`src/rtl/uart_rx_pkg.sv`:
```
// Shared definitions for the IO-bus UART receiver: FSM encoding, status
// register layout and the default word-address decode bits.
package uart_rx_pkg;

    typedef enum logic [1:0] {
        IDLE  = 2'd0,
        START = 2'd1,
        DATA  = 2'd2,
        STOP  = 2'd3
    } rxState_t;

    localparam int ST_NONEMPTY = 0;
    localparam int ST_FULL     = 1;
    localparam int ST_OVR      = 2;
    localparam int ST_FERR     = 3;
    localparam int ST_CNT_LSB  = 8;

    localparam int DEFAULT_DATA_BIT = 3;
    localparam int DEFAULT_STAT_BIT = 4;

    function automatic logic [31:0] statusWord(input logic       nonEmpty,
                                               input logic       full,
                                               input logic       ovr,
                                               input logic       ferr,
                                               input logic [7:0] count);
        logic [31:0] w;
        w                    = 32'd0;
        w[ST_NONEMPTY]       = nonEmpty;
        w[ST_FULL]           = full;
        w[ST_OVR]            = ovr;
        w[ST_FERR]           = ferr;
        w[ST_CNT_LSB +: 8]   = count;
        return w;
    endfunction

endpackage

```
`src/rtl/uart_rx_io_fifo.sv`:
```
// Small synchronous FIFO; a push into a full FIFO only lands when a pop
// happens in the same cycle, and a pop of an empty FIFO is ignored.
module sync_fifo #(
    parameter int WIDTH = 8,
    parameter int DEPTH = 8
) (
    input  logic                     clk,
    input  logic                     rst_n,
    input  logic                     push,
    input  logic                     pop,
    input  logic [WIDTH-1:0]         wData,
    output logic [WIDTH-1:0]         rData,
    output logic                     full,
    output logic                     empty,
    output logic [$clog2(DEPTH):0]   count
);

    localparam int AW = $clog2(DEPTH);

    logic [AW-1:0]  wrPtr_r;
    logic [AW-1:0]  rdPtr_r;
    logic [AW:0]    count_r;
    logic [WIDTH-1:0] mem_r [DEPTH];
    logic           doPush_s;
    logic           doPop_s;

    assign full     = (count_r == (AW+1)'(DEPTH));
    assign empty    = (count_r == (AW+1)'(0));
    assign count    = count_r;
    assign rData    = mem_r[rdPtr_r];
    assign doPop_s  = pop && !empty;
    assign doPush_s = push && (!full || pop);

    // Storage array, intentionally left out of reset.
    always_ff @(posedge clk) begin
        if (doPush_s) begin
            mem_r[wrPtr_r] <= wData;
        end
    end

    // Pointer and occupancy bookkeeping.
    always_ff @(posedge clk or negedge rst_n) begin
        if (!rst_n) begin
            wrPtr_r <= AW'(0);
            rdPtr_r <= AW'(0);
            count_r <= (AW+1)'(0);
        end else begin
            if (doPush_s) begin
                wrPtr_r <= wrPtr_r + AW'(1);
            end
            if (doPop_s) begin
                rdPtr_r <= rdPtr_r + AW'(1);
            end
            case ({doPush_s, doPop_s})
                2'b10:   count_r <= count_r + (AW+1)'(1);
                2'b01:   count_r <= count_r - (AW+1)'(1);
                default: count_r <= count_r;
            endcase
        end
    end

endmodule

```
`src/rtl/uart_rx_io.sv`:
```
// Memory-mapped UART receiver (8N1): synchronizer, mid-bit sampling FSM,
// byte FIFO, and data/status registers on the one-hot IO word decode.
module uart_rx_io
    import uart_rx_pkg::*;
#(
    parameter int CLKS_PER_BIT = 868,
    parameter int FIFO_DEPTH   = 8,
    parameter int DATA_BIT     = DEFAULT_DATA_BIT,
    parameter int STAT_BIT     = DEFAULT_STAT_BIT
) (
    input  logic        clk_i,
    input  logic        reset_i,
    input  logic        rxd_i,
    input  logic [13:0] IO_wordAddr_i,
    input  logic        IO_memRd_i,
    input  logic        IO_memWr_i,
    input  logic [31:0] IO_memWData_i,
    output logic [31:0] IO_memRData_o,
    output logic        rxAvail_o
);

    localparam int BW = $clog2(CLKS_PER_BIT);
    localparam int CW = $clog2(FIFO_DEPTH) + 1;

    logic          sync1_r, rxs_r, armed_r;
    rxState_t      state_r, nextState_s;
    logic [BW-1:0] baudCnt_r, nextCnt_s;
    logic [2:0]    bitCnt_r, nextBitCnt_s;
    logic [7:0]    shift_r, nextShift_s;
    logic          push_s, ferrSet_s;
    logic          overrun_r, frameErr_r;
    logic          selData_s, selStat_s, popReq_s, statWr_s, ovrSet_s;
    logic          fifoFull_s, fifoEmpty_s;
    logic [7:0]    fifoHead_s;
    logic [CW-1:0] fifoCount_s;
    logic [31:0]   dataWord_s, statWord_s;
    logic          unusedIo_s;

    // Two-flop synchronizer; idles high so reset never looks like a start bit.
    always_ff @(posedge clk_i or negedge reset_i) begin
        if (!reset_i) begin
            sync1_r <= 1'b1;
            rxs_r   <= 1'b1;
        end else begin
            sync1_r <= rxd_i;
            rxs_r   <= sync1_r;
        end
    end

    // Receive FSM state; armed only after seeing the line high in IDLE,
    // so a held-low break cannot retrigger a frame.
    always_ff @(posedge clk_i or negedge reset_i) begin
        if (!reset_i) begin
            state_r   <= IDLE;
            baudCnt_r <= BW'(0);
            bitCnt_r  <= 3'd0;
            shift_r   <= 8'd0;
            armed_r   <= 1'b0;
        end else begin
            state_r   <= nextState_s;
            baudCnt_r <= nextCnt_s;
            bitCnt_r  <= nextBitCnt_s;
            shift_r   <= nextShift_s;
            armed_r   <= (state_r == IDLE) ? rxs_r : 1'b0;
        end
    end

    // Next-state logic with mid-bit sampling at baud counter zero.
    always_comb begin
        nextState_s  = state_r;
        nextCnt_s    = baudCnt_r;
        nextBitCnt_s = bitCnt_r;
        nextShift_s  = shift_r;
        push_s       = 1'b0;
        ferrSet_s    = 1'b0;
        case (state_r)
            IDLE: begin
                if (armed_r && !rxs_r) begin
                    nextState_s = START;
                    nextCnt_s   = BW'(CLKS_PER_BIT / 2 - 1);
                end else begin
                    nextState_s = IDLE;
                end
            end
            START: begin
                if (baudCnt_r != BW'(0)) begin
                    nextCnt_s = baudCnt_r - BW'(1);
                end else if (rxs_r) begin
                    nextState_s = IDLE;
                end else begin
                    nextState_s  = DATA;
                    nextBitCnt_s = 3'd0;
                    nextCnt_s    = BW'(CLKS_PER_BIT - 1);
                end
            end
            DATA: begin
                if (baudCnt_r != BW'(0)) begin
                    nextCnt_s = baudCnt_r - BW'(1);
                end else begin
                    nextShift_s  = {rxs_r, shift_r[7:1]};
                    nextCnt_s    = BW'(CLKS_PER_BIT - 1);
                    nextBitCnt_s = bitCnt_r + 3'd1;
                    if (bitCnt_r == 3'd7) begin
                        nextState_s = STOP;
                    end else begin
                        nextState_s = DATA;
                    end
                end
            end
            STOP: begin
                if (baudCnt_r != BW'(0)) begin
                    nextCnt_s = baudCnt_r - BW'(1);
                end else begin
                    nextState_s = IDLE;
                    push_s      = rxs_r;
                    ferrSet_s   = !rxs_r;
                end
            end
            default: begin
                nextState_s = IDLE;
            end
        endcase
    end

    assign selData_s = IO_wordAddr_i[DATA_BIT];
    assign selStat_s = IO_wordAddr_i[STAT_BIT];
    assign popReq_s  = IO_memRd_i && selData_s;
    assign statWr_s  = IO_memWr_i && selStat_s;
    assign ovrSet_s  = push_s && fifoFull_s && !popReq_s;

    sync_fifo #(
        .WIDTH (8),
        .DEPTH (FIFO_DEPTH)
    ) u_fifo (
        .clk   (clk_i),
        .rst_n (reset_i),
        .push  (push_s),
        .pop   (popReq_s),
        .wData (shift_r),
        .rData (fifoHead_s),
        .full  (fifoFull_s),
        .empty (fifoEmpty_s),
        .count (fifoCount_s)
    );

    // Sticky error flags; a new event outranks a same-cycle clear.
    always_ff @(posedge clk_i or negedge reset_i) begin
        if (!reset_i) begin
            overrun_r   <= 1'b0;
            frameErr_r  <= 1'b0;
        end else begin
            if (ovrSet_s) begin
                overrun_r <= 1'b1;
            end else if (statWr_s && IO_memWData_i[ST_OVR]) begin
                overrun_r <= 1'b0;
            end
            if (ferrSet_s) begin
                frameErr_r <= 1'b1;
            end else if (statWr_s && IO_memWData_i[ST_FERR]) begin
                frameErr_r <= 1'b0;
            end
        end
    end

    // Read mux: selected registers are ORed so the SOC can OR this in too.
    always_comb begin
        statWord_s = statusWord(!fifoEmpty_s, fifoFull_s, overrun_r, frameErr_r, 8'(fifoCount_s));
        if (fifoEmpty_s) begin
            dataWord_s = 32'd0;
        end else begin
            dataWord_s = {23'd0, 1'b1, fifoHead_s};
        end
        IO_memRData_o = (selData_s ? dataWord_s : 32'd0) | (selStat_s ? statWord_s : 32'd0);
    end

    assign rxAvail_o  = !fifoEmpty_s;
    assign unusedIo_s = ^{IO_memWData_i, IO_wordAddr_i};

endmodule

```
`config.mk`:
```
export PLATFORM = sky130hd
export DESIGN_NAME = uart_rx_io
export DESIGN_NICKNAME = d
export VERILOG_FILES = /design/src/rtl/uart_rx_pkg.sv /design/src/rtl/uart_rx_io_fifo.sv /design/src/rtl/uart_rx_io.sv
export SDC_FILE = /design/constraint.sdc
export NUM_CORES = 1
export LEC_CHECK = 0
export BUFFER_PORTS_ARGS = -buffer_cell sky130_fd_sc_hd__buf_4
export CAP_MARGIN = 10
export CELL_PAD_IN_SITES_DETAIL_PLACEMENT = 0
export CELL_PAD_IN_SITES_GLOBAL_PLACEMENT = 1
export CORE_MARGIN = 10
export CORE_UTILIZATION = 40
export CTS_CLUSTER_SIZE = 20
export DETAILED_ROUTE_END_ITERATION = 10
export PLACE_DENSITY = 0.79
export SYNTH_ARGS = -nofsm -noshare
export SYNTH_HDL_FRONTEND = slang
export SYNTH_HIERARCHICAL = 1
export SYNTH_SLANG_ARGS = --single-unit
```
`constraint.sdc`:
```
create_clock -name clk_i -period 2.84 [get_ports clk_i]
set_clock_uncertainty 0.05 [all_clocks]
set_input_delay 0.568 -clock clk_i [delete_from_list [all_inputs] [get_ports clk_i]]
set_output_delay 0.568 -clock clk_i [all_outputs]
set_load 0.02 [all_outputs]
```
-- Word-level counts from Yosys, hierarchy flattened
Memory sizes are Yosys's and may differ from the RTL's.
Index checks and enable logic that the tools add are counted.
- $mul: 0
- div/mod/pow operators: 0
- order comparisons: 0
- muxes and demuxes: 32
- shift operators: 0
- reductions and logical operators: 25
- bitwise gates (word level): 2
- equal/unequal tests: 14
- add/subtract/negate cells: 6
- operators by type and width (operator ; count):
    $mux 10 ; 5
    $pmux 10 s4 ; 1
    $mux 32 ; 1
    $or 32x12->32 ; 1
    $mux 1 ; 13
    $mux 12 ; 1
    $ne 2x2->1 const B ; 5
    $reduce_bool 10->1 ; 1
    $sub 10x1->10 const B ; 1
    $add 3x1->3 const B ; 3
    $logic_and 1x1->1 ; 9
    $mux 3 ; 3
    $mux 9 ; 1
    $mux 2 ; 4
    $pmux 2 s4 ; 1
    $pmux 4 s2 ; 1
    $reduce_bool 2->1 ; 4
    $eq 2x2->1 const B ; 3
    $pmux 3 s2 ; 1
    $reduce_and 3->1 ; 2
    $add 4x1->4 const B ; 1
    $eq 2x1->1 const B ; 2
    $eq 4x4->1 const B ; 1
    $logic_not 1->1 ; 4
    10 further kinds ; 10
- bits in latches: 0
- word-level logic and storage cells: 92
- memory bits (writable): 64
- memories kept: 1
- bits in read-only memories: 0
- flip-flop bits (word level): 38
- memory list (memory ; words ; width ; rd ports ; clocked after memory_dff ; write ports ; line ; RTL):
    u_fifo.mem_r ; 8 ; 8 ; 1 ; 0 ; 1 ; uart_rx_io_fifo.sv:23 ; logic [WIDTH-1:0] mem_r [DEPTH];

-- Logic depth before layout (Yosys ltp)
Gate-level depths: netlist (run 1).
- word-level depth: 6
- gate-level depth with buffers: 11
- gate-level depth less buffers: 11

-- By module
The synthesis (run 1) kept the hierarchy.
- modules (own cells, without submodules) (module ; area an instance (µm²) ; cells an instance ; times used ; seq. area each (µm²)):
    sync_fifo ; 3065.4 ; 159 ; 1 ; 2172.1
    uart_rx_io ; 1869.3 ; 193 ; 1 ; 703.2

-- Worst setup path after synthesis (run 1)
OpenSTA, ideal clock, no wires.
- path kind: register to register
- from: reg baudCnt_r[2]
- to: reg u_fifo.count_r[3], in the netlist u_fifo/count[3]
- data required time: 2.656 ns
- period minus slack after synthesis: 3.041 ns
- arrival time: 2.857 ns
- setup time: 0.134 ns
- path slack: -0.201 ns
- cell stages (with the launch flop): 11
- path through: dfrtp_1 -> nor2_1 -> nand3_1 -> nor3_1 -> and3_1 -> o21ai_4 -> ha_1 -> ha_1 -> or4b_2 -> o311ai_0 -> o211ai_1
- longest elaborated chain between the ends: 6
- elaborated cells between the ends (all ways): 8
- ends and longest elaborated chain (element ; line ; RTL):
    start, declared ; uart_rx_io.sv:27 ; logic [BW-1:0] baudCnt_r, nextCnt_s;
    start signal, assigned ; uart_rx_io.sv:61 ; baudCnt_r <= nextCnt_s;
    $reduce_bool 10->1 (*) ; uart_rx_io.sv:111 ; if (baudCnt_r != BW'(0)) begin
    $mux 1 (*) ; uart_rx_io.sv:111 ;
    $mux 1 (*) ; uart_rx_io.sv:76 ; case (state_r)
    via push_s ; uart_rx_io.sv:30 ; logic push_s, ferrSet_s;
    $logic_and 1x1->1 (*) ; uart_rx_io_fifo.sv:32 ; assign doPush_s = push && (!full || pop);
    $eq 2x1->1 / $eq 2x2->1 (equally long branches) ; uart_rx_io_fifo.sv:54 ; case ({doPush_s, doPop_s})
    $pmux 4 s2 / $reduce_bool 2->1 (equally long branches) ; -- ;
    end signal, assigned ; uart_rx_io_fifo.sv:55 ; 2'b10: count_r <= count_r + (AW+1)'(1);
    end signal, assigned ; uart_rx_io_fifo.sv:56 ; 2'b01: count_r <= count_r - (AW+1)'(1);
    end signal, assigned ; uart_rx_io_fifo.sv:57 ; default: count_r <= count_r;
    end, declared ; uart_rx_io_fifo.sv:22 ; logic [AW:0] count_r;
The timed path passes the listed nets; every way through them passes the cells marked *.
A chain may end at the register's enable or synchronous reset.

-- Worst setup path after layout (run 1)
- from: reg u_fifo.rdPtr_r[0]
- to: out IO_memRData_o[3]
- longest elaborated chain between the ends: 4
- ends and longest elaborated chain (element ; line ; RTL):
    start, declared ; uart_rx_io_fifo.sv:21 ; logic [AW-1:0] rdPtr_r;
    start signal, assigned ; uart_rx_io_fifo.sv:52 ; rdPtr_r <= rdPtr_r + AW'(1);
    $mem_v2 8x8 ; -- ;
    via fifoHead_s[3] ; uart_rx_io.sv:34 ; logic [7:0] fifoHead_s;
    $mux 9 ; uart_rx_io.sv:168 ; if (fifoEmpty_s) begin
    $mux 32 ; uart_rx_io.sv:173 ; IO_memRData_o = (selData_s ? dataWord_s : 32'd0) | (selStat_s ? statWord_s : 32'd0);
    $or 32x12->32 ; uart_rx_io.sv:173 ;
    end, declared ; uart_rx_io.sv:18 ; output logic [31:0] IO_memRData_o,
The timed path passes the listed nets, and every way through them passes these cells.

==> metrics, run 1 <==
Max rail drop VDD ~330 µV; number of nets at the end of the flow 473; total clock buffers created by CTS 9; area of the placeable core 12060 µm²; xor and xnor area share after synthesis under 10%; mux cell area share after synthesis approximately an eighth; measured slew at the worst slew-check pin 0.6211 ns; Data arrival, critical path between 2 and 2.5 ns; Post-Route Hold Slack 0.1418 ns; RePlAce Congestion approximately 0.80; post-synthesis share of cell area spent on and, or, nand and nor gates around a tenth; Gate Count Post-Synth 352; clock tree from TritonCTS done; height of the die between 100 and 150 µm; total of buffers placed on input and output ports 21; Post-Synth Adder-Cell Area 3.955%; class of the tightest hold or removal check in2async; post-detailed-route via-to-cell ratio between 5 and 6; CTS sink count approximately 100; ys flop type sky130_fd_sc_hd__edfxtp_1; mean post-synth cell area about 14 µm²; setup slack on the worst flop-to-flop path roughly 0.11 ns; Leak roughly 2.2 nW; post-synthesis sequential area ratio between 50% and 60%; layout filler cell count 1031; pin count of the biggest net entering global routing 39; synthesized area between 4000 and 5000 µm²; post-detailed-placement half-perimeter wirelength around 6600 µm; final routed wirelength across all metal layers 9656 µm; fraction of synthesized cell area taken by the top area cell type approximately two fifths; total power per unit cell area between 800 and 900 nW/µm²; clock latency reported for the late side of the worst-skew pair 0.35 ns; net switching fraction of the power between 30% and 40%; slowest CP cell sky130_fd_sc_hd__mux4_2; Post-synth ARST share 37.25%; Clock Tree Buf Depth 2; initial antenna violation count 0; final core utilization between 40% and 50%; number of rows in the core area 40; cells along the critical path buf_12 > mux4_2 > mux2_2 > a22o_1 > buf_4; H-tree lvl count 3; clock transition at the register clock pins on the worst setup and hold paths after CTS roughly 0.07 ns; sequential fraction of design power between 30% and 40%; top-level I/O count 84; Maximum Capacitance Violations 0; highest fanout seen on the critical path 13; die area 17180 µm²; status finished clean; post-route cell area slightly below 6000 µm²; number of hold buffers added after CTS 0; switching power of the nets 1.528 mW; flip-flop and latch count after synthesis 102; number of violations reported at the end of detailed-routing iteration 0 between 200 and 250; distinct cell type count after synthesis between 60 and 70; accumulated negative setup slack 0 ns; slowest stage delay, CP around 0.52 ns; power share of the clock group 24.6%; post-route DRC violation count 0; starting density of the core between 40% and 50%; first-pass detailed-route iteration total 4; area after detailed placement approximately 5400 µm²; DR vias 2986; most common cell in the netlist sky130_fd_sc_hd__edfxtp_1; Startpoint Class flip-flop; part of the cycle the worst path needs 97.11%; Synth-to-Final Area Change 17.06%; most area-hungry cell type in the Yosys netlist sky130_fd_sc_hd__edfxtp_1; total internal power slightly above 3 mW; vias in the first global route about 3k; endpoint required time on the critical path between 2 and 2.5 ns; number of nets with antenna violations after detailed routing 0; Crit Path Class reg2out; routed wirelength normalized by instance count approximately 17 µm; CTS root buf sky130_fd_sc_hd__clkbuf_16; top post-synthesis cells by area sky130_fd_sc_hd__edfxtp_1, sky130_fd_sc_hd__dfrtp_1, sky130_fd_sc_hd__mux4_2, sky130_fd_sc_hd__mux2_2, sky130_fd_sc_hd__ha_1; kind of cell adding the most delay to the critical path multiplexers; Max Transition Viols Final 0; global-route wire length before repair roughly 15000 µm; post-synthesis compound-gate area fraction under 10%; peak clock frequency supported by timing between 0.3 and 0.4 GHz; grt ovf 0; die outline width 131.1 µm; Gate power share between 30% and 40%; final hold violations 0; largest family of logic cells by synthesized area multiplexers; ranking of synthesized cells by instance count sky130_fd_sc_hd__edfxtp_1, sky130_fd_sc_hd__dfrtp_1, sky130_fd_sc_hd__buf_4, sky130_fd_sc_hd__mux2_2; final setup vio count 0; final critical delay including setup and external delays about 2.8 ns; type of destination of the critical path output port; total of warnings raised by yosys 6; max_slew headroom 58.51%; number of flops mapped to enable cells by yosys 64; number of antenna repair diodes 0; Bufs and invs on worst path 2; share of cells above drive strength 1 31.07%; global router's overall resource usage a little under an eighth
[power by group through the flow]
stage          Sequential [mW]  Combinational [mW]  Clock [mW]
2_1_floorplan             1.78                1.19           0
3_3_place_gp              1.82                1.61           0
3_5_place_dp              1.82                1.63           0
4_1_cts                   1.79                1.64        1.17
5_1_grt                   1.82                1.85        1.23
6_report                  1.80                1.70        1.14
[final timing paths]
path                                          startpoint                       endpoint  cells past startpoint
max                        u_fifo/rdPtr_r[0]$_DFFE_PN0P_               IO_memRData_o[3]                      5
min                                              reset_i    u_fifo/count[3]$_DFFE_PN0P_                      1
max reg2reg                     baudCnt_r[0]$_DFFE_PN0P_    u_fifo/count[3]$_DFFE_PN0P_                     11
min reg2reg                            sync1_r$_DFF_PN1_                rxs_r$_DFF_PN1_                      0
max in group asynchronous                        reset_i  u_fifo/rdPtr_r[0]$_DFFE_PN0P_                      1
min in group clk_i                                 rxd_i              sync1_r$_DFF_PN1_                      1
[sequential cells by signal (all words and copies together) (netlist names), named ones only]
register / flops
u_fifo/mem_r: 64
shift_r: 8
baudCnt_r: 10
rxs_r: 1
sync1_r: 1
frameErr_r: 1
u_fifo/wrPtr_r: 3
u_fifo/count: 4
u_fifo/rdPtr_r: 3
bitCnt_r: 3
state_r: 1
armed_r: 1
overrun_r: 1
[cells in the final DEF, fill, tap and decap left out, types with 4 or more instances in the layout]
| master | synthesis | layout |
|---|---|---|
| sky130_fd_sc_hd__inv_1 | 16 | 16 |
| sky130_fd_sc_hd__buf_4 | 23 | 56 |
| sky130_fd_sc_hd__mux4_2 | 16 | 16 |
| sky130_fd_sc_hd__ha_1 | 14 | 12 |
| sky130_fd_sc_hd__and2_1 | 9 | 9 |
| sky130_fd_sc_hd__nor3b_1 | 4 | 4 |
| sky130_fd_sc_hd__nor4_1 | 7 | 7 |
| sky130_fd_sc_hd__nand3_1 | 8 | 8 |
| sky130_fd_sc_hd__mux2_2 | 19 | 19 |
| sky130_fd_sc_hd__nor2_1 | 13 | 12 |
| sky130_fd_sc_hd__o211ai_1 | 4 | 4 |
| sky130_fd_sc_hd__conb_1 | 1 | 20 |
| sky130_fd_sc_hd__nor3_1 | 7 | 6 |
| sky130_fd_sc_hd__nand2_1 | 12 | 12 |
| sky130_fd_sc_hd__clkbuf_16 | 0 | 9 |
| sky130_fd_sc_hd__o21ai_0 | 11 | 11 |
| sky130_fd_sc_hd__dfrtp_1 | 36 | 35 |
| sky130_fd_sc_hd__xnor2_1 | 5 | 5 |
| sky130_fd_sc_hd__edfxtp_1 | 64 | 64 |
| sky130_fd_sc_hd__a21oi_1 | 8 | 8 |
[logic make-up after synthesis]
kind of cell,count (synthesis)
xor gates and xnor gates,6
other,1
and+or+nand+nor,83
adders and majority gates,15
DFF,102
muxes,39
buffers and inverters,50
AOI/OAI and AO/OA,56
[routing by layer]
layer | vias to the layer above | track usage [%] | wire length, µm
met5 | - | 0 | 0
met4 | 0 | 4.513 | 137
met3 | 11 | 2.454 | 546
met2 | 77 | 19.29 | 4766
met1 | 1488 | 14.65 | 4205
li1 | 1410 | - | -
[cell type report]
cell class	count	area, µm²	share of cell area (%)
Multi-Input combinational cell	219	1878	32.51
Clock inverter	7	46.29	0.8014
Sequential cell	102	2877	49.79
Tap cell	168	210.2	3.639
Timing Repair Buffer	59	480.5	8.317
Clock buffer	9	225.2	3.899
Inverter	16	60.06	1.040
[stage by stage]
stage          total power, mW  setup WS, ns  std cells
2_1_floorplan            2.970       0.07393        371
3_3_place_gp             3.423       0.09363        562
3_5_place_dp             3.452       0.06901        562
4_1_cts                  4.600      0.005184        578
5_1_grt                  4.887     -0.009105        580
6_report                 4.631       0.08210        580
[what timing repair did]
action / CTS / global route
hold endpoints to repair: 0 / 0
buffers inserted: 0 / 2
gates resized for setup: 0 / 5
endpoints found under the setup margin: 0 / 4
Power figures use the tool's default switching activity.
==> run 2: changes to the inputs <==
Settings changed: BUFFER_PORTS_ARGS -buffer_cell sky130_fd_sc_hd__buf_4 to -buffer_cell sky130_fd_sc_hd__buf_2, SKIP_LAST_GASP from default to 1.
==> metrics, run 2 (synthesized netlist as in run 1, its figures left out) <==
Crit Path Class reg2reg; grt ovf 0 (unchanged); net switching fraction of the power 33.08% (+0.086 points); share of cells above drive strength 1 32.27% (+1.2 points); post-detailed-placement half-perimeter wirelength 6499 µm (-1.3%); largest registers u_fifo/mem_r x64, baudCnt_r x10, shift_r x8; power share of the clock group 26.9% (+2.3 points); kind of cell adding the most delay to the critical path simple AND/OR/NAND/NOR gates; final critical delay including setup and external delays 2.747 ns (-0.01075 ns); first-pass detailed-route iteration total 4 (unchanged); Gate power share 34.6% (-2.0 points); pin count of the biggest net entering global routing 39 (unchanged); clock tree from TritonCTS done; endpoint required time on the critical path 3.00 ns (+0.78 ns); sequential fraction of design power 38.5% (-0.3 points); post-cts repair resize count 0 (unchanged); Final Instance Count excl. Fillers 577 (-0.52%); part of the cycle the worst path needs 96.73% (-0.38 points); number of violations reported at the end of detailed-routing iteration 0 177 (-25%); Max rail drop VDD 361.7 µV (+8.8%); H-tree lvl count 3 (unchanged); final routed wirelength across all metal layers 9468 µm (-1.9%); total internal power 3.130 mW (+0.86%); global router's overall resource usage 11.23% (-0.42 points); Levels on crit path 9 (+4); Leak 2.222 nW (-0.83%); highest fanout seen on the critical path 3 (-10); total of buffers placed on input and output ports 21 (unchanged); Bufs and invs on worst path 0 (-2); switching power of the nets 1.547 mW (+1.2%); logic depth of the worst register-to-register path 9 (-2); most common cell after layout, fill and taps aside sky130_fd_sc_hd__edfxtp_1; flip-flop count of the largest register after layout 64 (unchanged); initial antenna violation count 0 (unchanged); DR vias 2974 (-0.40%); highest-count cells in the layout ignoring fill and taps sky130_fd_sc_hd__edfxtp_1, sky130_fd_sc_hd__dfrtp_1, sky130_fd_sc_hd__buf_4; post-route DRC violation count 0 (unchanged); number of hold buffers added after CTS 0 (unchanged); Maximum Capacitance Violations 0 (unchanged); peak clock frequency supported by timing 0.3640 GHz (+0.39%); cells along the critical path or3_4 > nor3_2 > and3_4 > o21ai_4 > ha_4 > ha_4 > or4b_2 > o311ai_2 > o211ai_1; Design Power 4.677 mW (+0.99%); Data arrival, critical path 2.91 ns (+0.77 ns); Clock Tree Buf Depth 2 (unchanged); starting density of the core 40.91% (unchanged); number of nets at the end of the flow 470 (-0.63%); final setup vio count 0 (unchanged); Startpoint Class flip-flop; number of nets with antenna violations after detailed routing 0 (unchanged); die area 17180 µm² (unchanged); max_slew headroom 41.34% (-17 points); type of destination of the critical path flip-flop; top-level I/O count 84 (unchanged); Synth-to-Final Area Change 16.66%; number of buffers added for setup after CTS 0 (unchanged); total power per unit cell area 812.4 nW/µm² (+1.3%); post-detailed-route via-to-cell ratio 5.154 (+0.12%); measured slew at the worst slew-check pin 0.8798 ns (+0.2588 ns); clock transition at the register clock pins on the worst setup and hold paths after CTS 0.07 ns (about the same); status finished clean; CTS root buf sky130_fd_sc_hd__clkbuf_16; total clock buffers created by CTS 9 (unchanged); die outline width 131.1 µm (unchanged); Min-Delay Path Depth 1; slowest stage delay, CP 0.65 ns (+0.13 ns); setup slack on the worst flop-to-flop path 0.09 ns (-0.02 ns); vias in the first global route 2955 (-1.5%); height of the die 131.1 µm (unchanged); global-route wire length before repair 14910 µm (-3.6%); number of cells in the design after placement 561 (-0.18%); CTS sink count 102 (unchanged); routed wirelength normalized by instance count 16.41 µm (-1.4%); most numerous cell on the critical path sky130_fd_sc_hd__ha_4; final hold violations 0 (unchanged); Max Transition Viols Final 0 (unchanged); Biggest register u_fifo/mem_r; class of the tightest hold or removal check in2reg; area of the placeable core 12060 µm² (unchanged); slowest CP cell sky130_fd_sc_hd__or4b_2; clock latency reported for the late side of the worst-skew pair 0.35 ns (about the same); number of antenna repair diodes 0 (unchanged); number of rows in the core area 40 (unchanged); RePlAce Congestion 0.8217 (+2.2%)
-- run 2: cell types whose count changed in the layout (fill, tap and decap cells not counted), moves of 2 or more --
cell,delta
sky130_fd_sc_hd__buf_4,-22
sky130_fd_sc_hd__buf_2,+21
sky130_fd_sc_hd__buf_12,-2
sky130_fd_sc_hd__clkinv_1,-2
sky130_fd_sc_hd__ha_1,-2
sky130_fd_sc_hd__ha_4,+2
sky130_fd_sc_hd__inv_6,-2
sky130_fd_sc_hd__inv_8,+2
-- run 2: final timing paths --
path	start	endpoint
worst max register to register	baudCnt_r[5]$_DFFE_PN0P_	u_fifo/count[3]$_DFFE_PN0P_
min in group asynchronous	reset_i	u_fifo/count[3]$_DFFE_PN0P_
worst min-delay path	rxd_i	sync1_r$_DFF_PN1_
worst min register to register	sync1_r$_DFF_PN1_	rxs_r$_DFF_PN1_
worst max-delay path	baudCnt_r[5]$_DFFE_PN0P_	u_fifo/count[3]$_DFFE_PN0P_
max in group asynchronous	reset_i	shift_r[4]$_DFFE_PN0P_
-- run 2: per-layer routing --
layer	global-route usage [%]	up-vias	part of all wire, %
li1	-	1408	-
met1	13.58	1474	43
met2	18.79	81	50
met3	2.454	11	5.9
met4	5.167	0	1.6
met5	0	-	0
-- run 2: cell type report --
class,instances,area [µm²]
Clock inverter,7,81.33
Inverter,16,60.06
Tap cell,168,210.2
Timing Repair Buffer,56,380.4
Sequential cell,102,2875
Multi-Input combinational cell,219,1924
Fill cell,1019,6305
Clock buffer,9,225.2
-- run 2: metrics by stage --
| step | TNS [ns] | area, µm² | worst slack, ns | util (%) | hold WS (ns) |
|---|---|---|---|---|---|
| after global routing | -0.01262 | 5757 | -0.01262 | 47.73 | 0.2721 |
| after global placement | 0 | 5386 | 0.09849 | 44.66 | 0.2958 |
| after floorplan | 0 | 5029 | 0.07393 | - | 0.2224 |
| after detailed placement | 0 | 5386 | 0.03819 | 44.66 | 0.2997 |
| final | 0 | 5757 | 0.09286 | 47.73 | 0.2812 |
| after CTS | 0 | 5693 | 0.01195 | 47.20 | 0.2722 |
-- run 2: power groups by stage --
| stage | logic [mW] | clock network (mW) | registers (mW) |
|---|---|---|---|
| floorplan | 1.19 | 0 | 1.78 |
| global placement | 1.56 | 0 | 1.82 |
| detailed placement | 1.58 | 0 | 1.82 |
| CTS | 1.59 | 1.28 | 1.80 |
| global route | 1.77 | 1.35 | 1.82 |
| finish | 1.62 | 1.26 | 1.80 |
==> run 3: changes to the inputs <==
Settings changed: ABC_AREA from default to 1, CORE_UTILIZATION 40 to 38, PLACE_DENSITY 0.79 to 0.8.
==> metrics, run 3 <==
Gate Count Post-Synth 624 (+77%); CTS root buf sky130_fd_sc_hd__clkbuf_16; worst reg2reg path startpoint baudCnt_r[0]$_DFFE_PN0P_; die outline width 138.2 µm (+5.5%); number of rows in the core area 43 (+7.5%); post-synthesis sequential area ratio 54.12% (-4.1 points); initial antenna violation count 0 (unchanged); hold wc startpoint rxd_i; total power per unit cell area 883.6 nW/µm² (+8.8%); highest fanout seen on the critical path 42 (+39); clock tree from TritonCTS done; area of the placeable core 13770 µm² (+14%); number of hold buffers added after CTS 0 (unchanged); total of warnings raised by yosys 6 (unchanged); final setup vio count 0 (unchanged); most common cell in the netlist sky130_fd_sc_hd__nand2_1; first-pass detailed-route iteration total 5 (+1); Synth-to-Final Area Change 11.56%; ys flop type sky130_fd_sc_hd__edfxtp_1; final routed wirelength across all metal layers 10610 µm (+12%); largest registers u_fifo/mem_r x64, baudCnt_r x10, shift_r x8; setup slack on the worst flop-to-flop path 0.27 ns (+0.18 ns); global router's overall resource usage 11.11% (-0.11 points); critical path launch point u_fifo/rdPtr_r[0]$_DFFE_PN0P_; top-level I/O count 84 (unchanged); die area 19110 µm² (+11%); flip-flop count of the largest register after layout 64 (unchanged); most area-hungry cell type in the Yosys netlist sky130_fd_sc_hd__edfxtp_1; number of violations reported at the end of detailed-routing iteration 0 153 (-14%); status finished clean; number of cells in the design after placement 824 (+47%); logic depth of the worst register-to-register path 16 (+7); top post-synthesis cells by area sky130_fd_sc_hd__edfxtp_1, sky130_fd_sc_hd__dfrtp_1, sky130_fd_sc_hd__nand2_1, sky130_fd_sc_hd__nor2_1, sky130_fd_sc_hd__inv_1; Min-Delay Path Depth 1 (unchanged); Post-Route Hold Slack 0.2657 ns (-0.01547 ns); max_slew headroom 41.05% (-0.30 points); total of buffers placed on input and output ports 21 (unchanged); distinct cell type count after synthesis 34 (-48%); number of flops mapped to enable cells by yosys 64 (unchanged); global-route wire length before repair 17680 µm (+19%); pin count of the biggest net entering global routing 43 (+10%); RePlAce Congestion 0.9011 (+9.7%); H-tree lvl count 3 (unchanged); number of nets with antenna violations after detailed routing 0 (unchanged); post-route DRC violation count 0 (unchanged); most common cell after layout, fill and taps aside sky130_fd_sc_hd__nand2_1; share of cells above drive strength 1 11.06% (-21 points); height of the die 138.2 µm (+5.5%); Clock Tree Buf Depth 2 (unchanged); class of the tightest hold or removal check in2reg; post-detailed-placement half-perimeter wirelength 7587 µm (+17%); post-detailed-route via-to-cell ratio 4.583 (-11%); highest-count cells in the layout ignoring fill and taps sky130_fd_sc_hd__nand2_1, sky130_fd_sc_hd__nor2_1, sky130_fd_sc_hd__inv_1; endpoint required time on the critical path 2.22 ns (-0.78 ns); vias in the first global route 3752 (+27%); part of the cycle the worst path needs 93.20% (-3.5 points); CTS sink count 102 (unchanged); number of nets at the end of the flow 721 (+53%); final hold violations 0 (unchanged); Crit Path Class reg2out; grt ovf 0 (unchanged); Biggest register u_fifo/mem_r; Leak 2.841 nW (+28%); synthesized area 5313 µm² (+7.7%); accumulated negative setup slack 0 ns (unchanged); Final Instance Count excl. Fillers 840 (+46%); peak clock frequency supported by timing 0.3778 GHz (+3.8%); number of antenna repair diodes 0 (unchanged); starting density of the core 38.57% (-2.3 points); flip-flop and latch count after synthesis 102 (unchanged); unrepaired setup endpoints after global routing false; fraction of synthesized cell area taken by the top area cell type 36.18% (-2.8 points); total clock buffers created by CTS 9 (unchanged); routed wirelength normalized by instance count 12.63 µm (-23%); clock transition at the register clock pins on the worst setup and hold paths after CTS 0.07 ns (about the same); Post-synth ARST share 37.25% (unchanged); final core utilization 43.03% (-4.7 points); setup slack after layout 0.1932 ns (+0.1003 ns); Maximum Capacitance Violations 0 (unchanged); Startpoint Class flip-flop; DR vias 3850 (+29%); mean post-synth cell area 8.514 µm² (-39%); measured slew at the worst slew-check pin 0.8843 ns (+0.004480 ns); type of destination of the critical path output port; ranking of synthesized cells by instance count sky130_fd_sc_hd__nand2_1, sky130_fd_sc_hd__nor2_1, sky130_fd_sc_hd__inv_1, sky130_fd_sc_hd__edfxtp_1, sky130_fd_sc_hd__dfrtp_1; final critical delay including setup and external delays 2.647 ns (-0.1003 ns); Max Transition Viols Final 0 (unchanged); Max rail drop VDD 346.6 µV (-4.2%); worst setup slack after placement 0.2343 ns (+0.1961 ns); Data arrival, critical path 2.03 ns (-0.88 ns); clock latency reported for the late side of the worst-skew pair 0.35 ns (about the same)
run 3: logic make-up (layout without fill, tap and decap cells):
group | Yosys count | count (layout) | synth area share [%]
AOI/OAI and AO/OA | 32 | 32 | 3.415
xor gates and xnor gates | 7 | 7 | 1.154
adders and majority gates | 15 | 15 | 3.674
buffers and inverters | 120 | 137 | 10.76
DFF | 102 | 102 | 54.12
other | 1 | 20 | 0.07059
and+or+nand+nor | 347 | 347 | 26.80
run 3: path summary, 6_finish.rpt:
check / endpoint
worst max-delay path: IO_memRData_o[0]
worst min-delay path: sync1_r$_DFF_PN1_
worst max register to register: u_fifo/count[3]$_DFFE_PN0P_
worst min register to register: rxs_r$_DFF_PN1_
max in group asynchronous: u_fifo/rdPtr_r[0]$_DFFE_PN0P_
min in group asynchronous: u_fifo/count[1]$_DFFE_PN0P_
run 3: final cells by class:
type / instances / area (µm²)
sequential: 102 / 2879
tap: 180 / 225.2
clock buffer: 12 / 300.3
fill: 1340 / 7846
clock inverter: 4 / 35.03
inverter: 86 / 325.3
multi-input combinational: 421 / 1939
timing repair buffer: 35 / 222.7
run 3: timing repair:
| item | 4_1_cts | 5_1_grt |
|---|---|---|
| setup endpoints to repair | 0 | 4 |
| gates resized for setup | 0 | 2 |
| buffers inserted | 0 | 0 |
run 3: through the flow:
step / cell area (µm²) / power, mW
final: 5927 / 5.237
after global routing: 5927 / 5.648
after CTS: 5922 / 5.287
after detailed placement: 5587 / 3.945
after global placement: 5587 / 3.894
after floorplan: 5384 / 3.498
run 3: metal layers:
metal / track usage [%] / part of all wire (%) / wire length [µm]
met3: 2.568 / 3.8 / 404
met4: 5.716 / 2.4 / 255
met5: 0 / 0 / 0
met2: 19.53 / 49 / 5191
met1: 12.25 / 45 / 4761
run 3: power breakdown:
group / switching (mW) / internal [mW] / total [mW]
registers: 0.188 / 1.69 / 1.88
clock network: 0.557 / 0.766 / 1.32
logic: 1.34 / 0.698 / 2.03
run 3: critical path: stages, from the launching register on:
cell and delay (ns):
sky130_fd_sc_hd__dfrtp_4 0.59, sky130_fd_sc_hd__buf_12 0.25, sky130_fd_sc_hd__nor2_1 0.07, sky130_fd_sc_hd__nor2_1 0.08, sky130_fd_sc_hd__nand2_1 0.06, sky130_fd_sc_hd__nand2_1 0.08, sky130_fd_sc_hd__nand2_1 0.08, sky130_fd_sc_hd__nand2_1 0.08
sky130_fd_sc_hd__nand2_1 0.05, sky130_fd_sc_hd__a21oi_1 0.13, sky130_fd_sc_hd__buf_2 0.18
